[src/rtl/fsk_bit_sync.sv]
// Bit-timing recovery and hysteresis data slicer for the FSK demodulator output.
// Tracks bit boundaries with a per-bit phase counter nudged early/late by data transitions.
module fsk_bit_sync #(
  parameter int DW        = 12,
  parameter int SPB       = 16,
  parameter int HYST      = 64,
  parameter int LOCK_BITS = 8,
  parameter int MAX_RUN   = 32
) (
  input  logic                 clk,
  input  logic                 rst,
  input  logic                 sample_valid,
  input  logic signed [DW-1:0] sample_in,
  output logic                 level,
  output logic                 bit_out,
  output logic                 bit_valid,
  output logic                 locked
);

  localparam int PW = $clog2(SPB);
  localparam int LW = $clog2(LOCK_BITS + 1);
  localparam int RW = $clog2(MAX_RUN + 1);

  localparam logic signed [DW-1:0] HYST_P = DW'(HYST);
  localparam logic signed [DW-1:0] HYST_N = -HYST_P;

  localparam logic [PW-1:0] PH_HALF = PW'(SPB / 2);
  localparam logic [PW-1:0] PH_LAST = PW'(SPB - 1);
  localparam logic [PW-1:0] PH_WRAP = PW'(SPB - 2);
  localparam logic [LW-1:0] LOCK_MAX = LW'(LOCK_BITS);
  localparam logic [RW-1:0] RUN_MAX  = RW'(MAX_RUN);

  // Phase correction applied on an accepted sample.
  typedef enum logic [1:0] {
    CORR_STEP,  // normal advance by one
    CORR_HOLD,  // early edge: stay one sample
    CORR_SKIP   // late edge: advance by two
  } corr_e;

  logic          level_q,     level_d;
  logic [PW-1:0] phase_q,     phase_d;
  logic          bit_out_q,   bit_out_d;
  logic          bit_valid_q, bit_valid_d;
  logic [LW-1:0] lock_cnt_q,  lock_cnt_d;
  logic [RW-1:0] run_cnt_q,   run_cnt_d;
  logic          locked_q,    locked_d;

  logic  new_level;
  logic  trans;
  logic  strobe;
  logic  good_edge;
  corr_e corr;

  // Slicer and per-sample event decode.
  always_comb begin
    // NOTE: every combinational output gets a default first so no path leaves it unassigned (no latch).
    new_level = level_q;
    if (sample_in > HYST_P) begin
      new_level = 1'b1;
    end else if (sample_in < HYST_N) begin
      new_level = 1'b0;
    end

    trans     = sample_valid && (new_level != level_q);
    strobe    = sample_valid && (phase_q == PH_HALF);
    good_edge = (phase_q == '0) || (phase_q == PW'(1)) || (phase_q == PH_LAST);

    corr = CORR_STEP;
    if (trans && (phase_q != '0) && (phase_q != PH_HALF)) begin
      corr = (phase_q < PH_HALF) ? CORR_HOLD : CORR_SKIP;
    end
  end

  // Next-state logic for phase, bit output, lock and run counters.
  always_comb begin
    level_d     = level_q;
    phase_d     = phase_q;
    bit_out_d   = bit_out_q;
    bit_valid_d = 1'b0;
    lock_cnt_d  = lock_cnt_q;
    run_cnt_d   = run_cnt_q;
    locked_d    = locked_q;

    if (sample_valid) begin
      level_d = new_level;

      unique case (corr)
        CORR_HOLD: phase_d = phase_q;
        CORR_SKIP: phase_d = (phase_q >= PH_WRAP) ? phase_q - PH_WRAP : phase_q + PW'(2);
        default:   phase_d = (phase_q == PH_LAST) ? '0 : phase_q + PW'(1);
      endcase

      if (strobe) begin
        bit_out_d   = new_level;
        bit_valid_d = 1'b1;
      end

      // A transition takes precedence over the strobe for the run counter.
      if (trans) begin
        run_cnt_d = '0;
        if (good_edge) begin
          if (lock_cnt_q < LOCK_MAX) begin
            lock_cnt_d = lock_cnt_q + LW'(1);
          end
          if (lock_cnt_d == LOCK_MAX) begin
            locked_d = 1'b1;
          end
        end else begin
          lock_cnt_d = '0;
          locked_d   = 1'b0;
        end
      end else if (strobe && (run_cnt_q != RUN_MAX)) begin
        run_cnt_d = run_cnt_q + RW'(1);
        if (run_cnt_d == RUN_MAX) begin
          lock_cnt_d = '0;
          locked_d   = 1'b0;
        end
      end
    end
  end

  always_ff @(posedge clk) begin
    // NOTE: state registers use non-blocking assignments so all flops update from pre-edge values.
    if (rst) begin
      level_q     <= 1'b0;
      phase_q     <= '0;
      bit_out_q   <= 1'b0;
      bit_valid_q <= 1'b0;
      lock_cnt_q  <= '0;
      run_cnt_q   <= '0;
      locked_q    <= 1'b0;
    end else begin
      level_q     <= level_d;
      phase_q     <= phase_d;
      bit_out_q   <= bit_out_d;
      bit_valid_q <= bit_valid_d;
      lock_cnt_q  <= lock_cnt_d;
      run_cnt_q   <= run_cnt_d;
      locked_q    <= locked_d;
    end
  end

  assign level     = level_q;
  assign bit_out   = bit_out_q;
  assign bit_valid = bit_valid_q;
  assign locked    = locked_q;

endmodule

[config.mk]
export PLATFORM = sky130hd
export DESIGN_NAME = fsk_bit_sync
export DESIGN_NICKNAME = d
export VERILOG_FILES = /design/src/rtl/fsk_bit_sync.sv
export SDC_FILE = /design/constraint.sdc
export NUM_CORES = 1
export LEC_CHECK = 0
export CORE_MARGIN = 2
export CORE_UTILIZATION = 57
export DETAILED_ROUTE_END_ITERATION = 10
export HOLD_SLACK_MARGIN = 0.03
export MAX_ROUTING_LAYER = met4
export PLACE_DENSITY = 0.93
export RECOVER_POWER = 25
export SKIP_CTS_REPAIR_TIMING = 1
export SLEW_MARGIN = 30
export SYNTH_ARGS = -nofsm -noshare
export SYNTH_HDL_FRONTEND = slang
export SYNTH_SLANG_ARGS = --single-unit
[constraint.sdc]
create_clock -name clk -period 6.9 [get_ports clk]
set_clock_uncertainty 0.15 [all_clocks]
set_input_delay 1.725 -clock clk [delete_from_list [all_inputs] [get_ports clk]]
set_output_delay 1.725 -clock clk [all_outputs]
set_load 0.1 [all_outputs]
==> flow_summary.toml, run 1 <==
[status]
outcome = "complete, no violations"

[grt]
first_global_vias = 1135
grt_max_degree = 20
grt_overflow_total = 0
grt_pass1_wl_mm = 4.77
track_usage = 0.249
grt_antenna_before_repair = 0

[timing]
max_freq_ghz = 0.221
grt_setup_unrepaired = "no"
tightest_slew_ps = 981
setup_violations = 0
min_period_over_period = 0.656
timing.hold.ws_ps = 307
maxSlewViolCount = 0
fin_crit_ps = 4530
final-hold-violation-count = 0
slew_headroom = 0.338
tns_ps = 0

[logic_synthesis]
async_flop_share = 0
yosys.area_share.simple = 0.305
syn_inst = 151
synth.mux.area_fraction = 0.0257
synthXorXnorAreaFrac = 0.0360
yosysTopAreaCell = "dfxtp_1"
synth_compound_area_frac = 0.225
synth.net_count = 173
ys_seq_elements = 18
synth_top_area_frac = 0.296
synth_edf_count = 0
avgSynthCellArea_sq_um = 8.05
synth_top_family_by_area = "simple AND/OR/NAND/NOR gates"
synth_area_leaders = "dfxtp_1, ha_1, nand2_1"
syn_area_sq_um = 1220
yosys.cell_types.count = 45
synthAdderAreaFrac = 0.0720
synth_seq_area_share = 0.296
yosysWarnings = 0
synth_ff_type = "dfxtp_1"

[die]
core_sq_um = 1980
die_w_um = 50.2
ios = 19
dieArea_sq_um = 2520
start_util = 0.614
die_h_um = 50.2
core.rowCount = 16

[route]
wl_met1_mm = 1.21
drcViolationCount = 0
routed_via_density = 6.05
drt-wirelength-per-cell_um = 14.1
route.met3.wl_um = 137
wl_met2_mm = 1.37
dr.max_layer_used = "met4"
num_vias = 1179
finalWirelength_mm = 2.74
ant_nets = 0
drt_first_pass_iters = 4
drtIter0Drc = 26

[placement]
hpwl_mm = 2.09
gp_congestion = 0.882
numPortBuffers = 18

[clock_tree]
cts_max_level = 1
max-clock-path-buffers = 2
cts_tree = "yes"
cts_sinks = 18
clockRootBuffer = "clkbuf_4"
cts_buffers = 3
clk_latency_ps = 300
cts.reportedPaths.clkPinSlew_ps = 100

[critical_path]
crit_fanout = 6
cp.arrival_ps = 4600
crit_type = "in2reg"
crit_required_ps = 6970
worstSetupStartpointType = "primary input"
cp-end-kind = "register"

[power_and_ir_drop]
power_frac_clock = 0.299
p_comb_frac = 0.199
swShare = 0.282
switching_power_uw = 62.3
p_per_area_nw_per_um2 = 155
p_int_uw = 159
ir_drop_mv = 0.137
total_power_uw = 221
share_seq_of_total_power = 0.502
p_leak_uw = 0.000500

[final_layout]
fillers = 154
drive_gt1_frac = 0.0357
final_nets = 191
antenna_cells = 0
final_util = 0.720
syn_to_final_growth_pct = 17.3

[hold_path]
hold_class = "reg2reg"

[flow_run]
maxCapViolCount = 0
power by group through the flow:
| stage | logic [uW] | registers (uW) | clock network, uW |
|---|---|---|---|
| finish | 43.9 | 111 | 66.1 |
| CTS | 45.6 | 111 | 66.8 |
| floorplan | 26.6 | 115 | 0 |
| global placement | 42.8 | 113 | 0 |
| global route | 48.6 | 112 | 72.8 |
| detailed placement | 45.1 | 113 | 0 |
per-layer routing:
| metal | global-route usage | vias up |
|---|---|---|
| met4 | 0.0787 | 0 |
| met3 | 0.0565 | 4 |
| li1 | - | 583 |
| met2 | 0.434 | 42 |
| met5 | - | - |
| met1 | 0.280 | 550 |
metrics by stage:
step	worst slack (ps)	cells	area, sq um
after floorplan	3360	151	1220
after global placement	2910	191	1410
after detailed placement	2830	191	1410
after CTS	3070	195	1450
after global routing	2250	195	1430
final	2370	195	1430
sequential cells by signal, indices dropped and copies added, names as in the netlist:
name        count
bit_out         1
bit_valid       1
level           1
lock_cnt_q      4
locked          1
phase_q         4
run_cnt_q       6
cells in the mapped netlist (3+ instances only):
library cell / n
nor2_1: 14
xor2_1: 4
dfxtp_1: 18
clkbuf_1: 5
a21oi_1: 6
inv_1: 8
nand3_1: 9
nand4_1: 3
nand2b_1: 7
ha_1: 7
o21ai_0: 9
nand2_1: 17
worst max-delay path: stages:
cell and delay (ps):
dlygate4sd3_1 530, or4_1 590, o311ai_0 840, a31oi_4 220, or4b_1 550, a21oi_1 140
cell type report:
type                       instances  area, sq um  share of cell area
multi-input combinational        120          786               0.551
sequential                        18          360               0.253
timing repair buffer              18          180               0.126
clock buffer                       4         36.3              0.0254
tap                               27         33.8              0.0237
inverter                           8         30.0              0.0211
worst paths after layout:
check | to | from | depth (start not counted) | slack (ps)
max | phase_q[0] | sample_in[3] | 6 | 2370
min | bit_out | bit_out | 2 | 310
max reg2reg | run_cnt_q[3] | phase_q[1] | 7 | 4740
min reg2reg | bit_out | bit_out | 2 | 310
logic make-up (layout without fill, tap and decap cells):
group                    after synthesis  count (layout)
buffers and inverters                 13              30
AND/OR/NAND/NOR                       69              69
AO/OA/AOI/OAI                         36              36
XOR/XNOR                               5               5
flip-flops                            18              18
adder cells (fa/ha/maj)                7               7
multiplexers                           3               3
cell usage in the layout, fill, tap and decap left out, drive strengths merged, types with 2 or more instances in the layout:
master | Yosys | layout
dfxtp | 18 | 18
nand2 | 17 | 17
clkdlybuf4s50 | 0 | 16
nor2 | 14 | 14
o21ai | 11 | 11
nand3 | 9 | 9
inv | 8 | 8
nand2b | 7 | 7
ha | 7 | 7
a21oi | 6 | 6
xor2 | 4 | 4
clkbuf | 5 | 4
nand4 | 3 | 3
a31oi | 3 | 3
a21o | 2 | 2
or4 | 2 | 2
nor3b | 2 | 2
or2 | 2 | 2
nor2b | 2 | 2
or4b | 2 | 2
o31ai | 2 | 2
a221oi | 2 | 2
mux2i | 2 | 2
nor3 | 2 | 2
dlygate4sd3 | 0 | 2
o311ai | 2 | 2
Note: power is estimated with default switching activity, not from simulation.
==> inputs of run 2 (changes only) <==
- CORE_UTILIZATION: 57 -> 53
- PLACE_DENSITY: 0.93 -> 0.88
- clock period: 6.9 -> 4.74 ns (I/O delays scaled with it)
==> run 2 against run 1 <==
Effect of this change:
- non-clock buffer count stayed put
- critical endpoint unchanged
- critical path depth unchanged
- clock power is 44% higher
==> flow_summary.toml, run 2 (synthesis results as in run 1) <==
[status]
outcome = "complete, no violations"

[timing]
final-hold-violation-count = 0
tightest_slew_ps = 969
fin_crit_ps = 3910
max_freq_ghz = 0.255
maxSlewViolCount = 0
slew_headroom = 0.352
grt_setup_unrepaired = "no"
min_period_over_period = 0.826
setup_violations = 0
tns_ps = 0

[final_layout]
final_nets = 191
final_util = 0.652
final_common_cell = "dfxtp_1"
fin_area_sq_um = 1430
reg_top3 = "run_cnt_q (6), lock_cnt_q (4), phase_q (4)"
fillers = 198
drive_gt1_frac = 0.0357
regArea_sq_um = 360
syn_to_final_growth_pct = 17.4
antenna_cells = 0
largest_reg_flops = 6
multi_input_area_sq_um = 786
largest_register = "run_cnt_q"
layout_common_cells = "dfxtp_1, nand2_1, clkdlybuf4s50_1"

[die]
die_h_um = 51.9
start_util = 0.555
die_w_um = 51.9
dieArea_sq_um = 2690
core.rowCount = 17
ios = 19
core_sq_um = 2190

[critical_path]
crit_required_ps = 4820
crit_fanout = 6
crit_type = "in2reg"
startpoint = "sample_in[3]"
worstSetupStartpointType = "primary input"
cp-end-kind = "register"
cp.arrival_ps = 3990
endpoint = "phase_q[0]"
r2r_start = "phase_q[1]"
rr_endpoint = "run_cnt_q[2]"
rr_worst_depth = 7
rrSetupSlack_ps = 2610

[clock_tree]
cts_buffers = 3
cts_tree = "yes"
max-clock-path-buffers = 2
cts_sinks = 18
cts.reportedPaths.clkPinSlew_ps = 110
cts_max_level = 1
clk_latency_ps = 290
clockRootBuffer = "clkbuf_4"

[route]
drcViolationCount = 0
drt-wirelength-per-cell_um = 13.5
ant_nets = 0
drtIter0Drc = 37
num_vias = 1188
drt_first_pass_iters = 5
finalWirelength_mm = 2.65
routed_via_density = 6.06

[power_and_ir_drop]
p_leak_uw = 0.000500
power_frac_clock = 0.297
p_per_area_nw_per_um2 = 225
share_seq_of_total_power = 0.503
ir_drop_mv = 0.125
p_comb_frac = 0.200
swShare = 0.281
switching_power_uw = 90.0
p_int_uw = 231

[flow_run]
maxCapViolCount = 0

[grt]
grt_antenna_before_repair = 0
track_usage = 0.223
grt_max_degree = 20
grt_pass1_wl_mm = 4.47
grt_overflow_total = 0
first_global_vias = 1088

[placement]
placed_area_sq_um = 1410
gp_congestion = 0.818
numPortBuffers = 18
hpwl_mm = 2.05

[hold_path]
hold_class = "reg2reg"
run 2: cell counts in the layout (fill, tap and decap cells not counted):
No cell type changed its count.
run 2: worst max-delay path, stage by stage:
cell and delay [ps]:
dlygate4sd3_1 520, or4_1 590, o311ai_0 790, a31oi_4 220
or4b_1 550, a21oi_1 140
run 2: layout make-up:
type	count	share of cell area
tap	28	0.0245
multi-input combinational	120	0.550
clock buffer	4	0.0254
timing repair buffer	18	0.126
inverter	8	0.0210
sequential	18	0.252
run 2: power by group through the flow:
stage	sequential [uW]	clock, uW	combinational, uW
6_report	162	95.3	64.2
5_1_grt	162	103	70.4
4_1_cts	162	96.4	66.2
3_5_place_dp	165	0	65.5
3_3_place_gp	164	0	62.2
2_1_floorplan	167	0	38.7
run 2: worst min-delay path by stage:
stage                   from             to  cells after the start  slack (ps)
2_1_floorplan  lock_cnt_q[1]  lock_cnt_q[1]                      2         330
3_3_place_gp         bit_out        bit_out                      2         300
3_5_place_dp         bit_out        bit_out                      2         320
4_1_cts              bit_out        bit_out                      2         330
5_1_grt               locked         locked                      2         370
6_report             bit_out        bit_out                      2         330
run 2: per-stage QoR:
| stage | setup WS (ps) | power (uW) | std cells | hold WS (ps) |
|---|---|---|---|---|
| 3_3_place_gp | 1290 | 226 | 192 | 296 |
| 3_5_place_dp | 1220 | 230 | 192 | 317 |
| 5_1_grt | 722 | 336 | 196 | 369 |
| 4_1_cts | 1470 | 324 | 196 | 332 |
| 2_1_floorplan | 1740 | 206 | 151 | 329 |
| 6_report | 826 | 321 | 196 | 329 |
run 2: routing by layer:
layer,track usage,up-vias,wire (um),share of wire
li1,-,587,-,-
met1,0.284,557,1200,0.45
met2,0.361,42,1300,0.49
met3,0.0345,2,141,0.053
met4,0.0746,0,21,0.0079
met5,-,-,0,0
==> inputs of run 3 (changes only) <==
- clock period: 4.74 -> 3.7 ns (I/O delays scaled with it)
==> run 3 against run 2 <==
Effect of this change:
- flip-flop and latch count unchanged
- worst setup slack worse by 88 ps
- sequential share of layout area up 0.066 points
- routed wire length down 5.6%
- highest routed layer unchanged
- critical endpoint unchanged
- power up 28%
- global-route usage down 1.8 points
==> flow_summary.toml, run 3 (synthesis results as in run 1) <==
[die]
core.rowCount = 17
die_w_um = 51.9
core_sq_um = 2190
die_h_um = 51.9
ios = 19
start_util = 0.555
dieArea_sq_um = 2690

[placement]
dp.cells = 192
hpwl_mm = 1.98
gp_congestion = 0.822
numPortBuffers = 18

[power_and_ir_drop]
p_per_area_nw_per_um2 = 288
p_leak_uw = 0.000496
ir_drop_mv = 0.179

[final_layout]
largest_reg_flops = 6
drive_gt1_frac = 0.0476
final_nets = 191
reg_top3 = "run_cnt_q (6), lock_cnt_q (4), phase_q (4)"
syn_to_final_growth_pct = 17.1
largest_register = "run_cnt_q"
final_common_cell = "dfxtp_1"
antenna_cells = 0
layout_common_cells = "dfxtp_1, nand2_1, nor2_1"
fin_cells = 196

[critical_path]
critPathSlowestCell = "or4_4"
rrSetupSlack_ps = 1610
rr_worst_depth = 7
path_cells = "clkdlybuf4s50_1 -> or4_4 -> o311ai_4 -> a31oi_4 -> or4b_1 -> a21oi_1"
crit_required_ps = 3770
r2r_start = "phase_q[1]"
worstSetupStartpointType = "primary input"
cp.arrival_ps = 3030
crit_fanout = 6
cp_slowest_stage_delay_ps = 570
cp-end-kind = "register"
crit_type = "in2reg"
worst-path-buf-inv = 1
rr_endpoint = "run_cnt_q[2]"
worst_path_dominant_cell_family = "simple AND/OR/NAND/NOR gates"

[hold_path]
whs_path_depth = 2
min_from = "bit_out"
hold_class = "reg2reg"
holdPathEnd = "bit_out"

[grt]
first_global_vias = 990
grt_max_degree = 20
grt_antenna_before_repair = 0
grt_pass1_wl_mm = 4.17
track_usage = 0.205
grt_overflow_total = 0

[clock_tree]
cts.reportedPaths.clkPinSlew_ps = 100
max-clock-path-buffers = 2
clk_latency_ps = 280
cts_sinks = 18
cts_tree = "yes"
cts_max_level = 1
clockRootBuffer = "clkbuf_4"
cts_buffers = 3

[route]
ant_nets = 0
drtIter0Drc = 24
routed_via_density = 5.90
drt_first_pass_iters = 4
num_vias = 1157
drt-wirelength-per-cell_um = 12.8
drcViolationCount = 0
finalWirelength_mm = 2.51

[timing]
slew_headroom = 0.226
maxSlewViolCount = 0
grt_setup_unrepaired = "no"
min_period_over_period = 0.801
max_freq_ghz = 0.338
final-hold-violation-count = 0
setup_violations = 0
tns_ps = 0
fin_crit_ps = 2960
tightest_slew_ps = 1170

[status]
outcome = "complete, no violations"

[flow_run]
maxCapViolCount = 0
==> run 3: worst min-delay path: cells and delay by family (launching register included) <==
kind,cells,cell delay (ps)
AO/OA/AOI/OAI,1,50
flip-flops,1,330
AND/OR/NAND/NOR,1,50
==> run 3: worst max path at each step <==
stage                       startpoint             to  cells after the start
after floorplan           sample_in[3]     phase_q[0]                      5
after detailed placement  sample_in[3]     phase_q[0]                      6
after CTS                 sample_in[3]     phase_q[0]                      6
after global routing      sample_in[3]  lock_cnt_q[3]                      6
after global placement    sample_in[3]     phase_q[0]                      6
final                     sample_in[3]     phase_q[0]                      6
==> run 3: final cells by class <==
class | count | area (sq um)
Timing Repair Buffer | 18 | 155
Multi-Input combinational cell | 120 | 807
Clock buffer | 4 | 36.3
Fill cell | 199 | 767
Inverter | 8 | 30.0
Tap cell | 28 | 35.0
Sequential cell | 18 | 360
==> run 3: metrics by stage <==
step | setup slack (ps) | power [uW] | cell area (sq um) | util | hold slack, ps
4_1_cts | 731 | 412 | 1440 | 0.657 | 319
6_report | 738 | 410 | 1420 | 0.650 | 320
3_3_place_gp | 507 | 290 | 1400 | 0.640 | 297
2_1_floorplan | 955 | 264 | 1220 | - | 329
3_5_place_dp | 435 | 294 | 1400 | 0.640 | 303
5_1_grt | 662 | 428 | 1420 | 0.650 | 346
==> run 3: power breakdown <==
part / leakage, uW / total, uW / internal, uW / switching, uW
clock network: 0.0000210 / 120 / 59.8 / 60.1
registers: 0.000146 / 207 / 199 / 7.92
logic: 0.000329 / 82.9 / 37.8 / 45.1
==> run 3: metal layers <==
metal	GRT usage	vias to the layer above	wire length, um
met1	0.273	524	1110
met5	-	-	0
met4	0.0570	0	16
met3	0.0316	2	182
met2	0.323	52	1190
li1	-	579	-
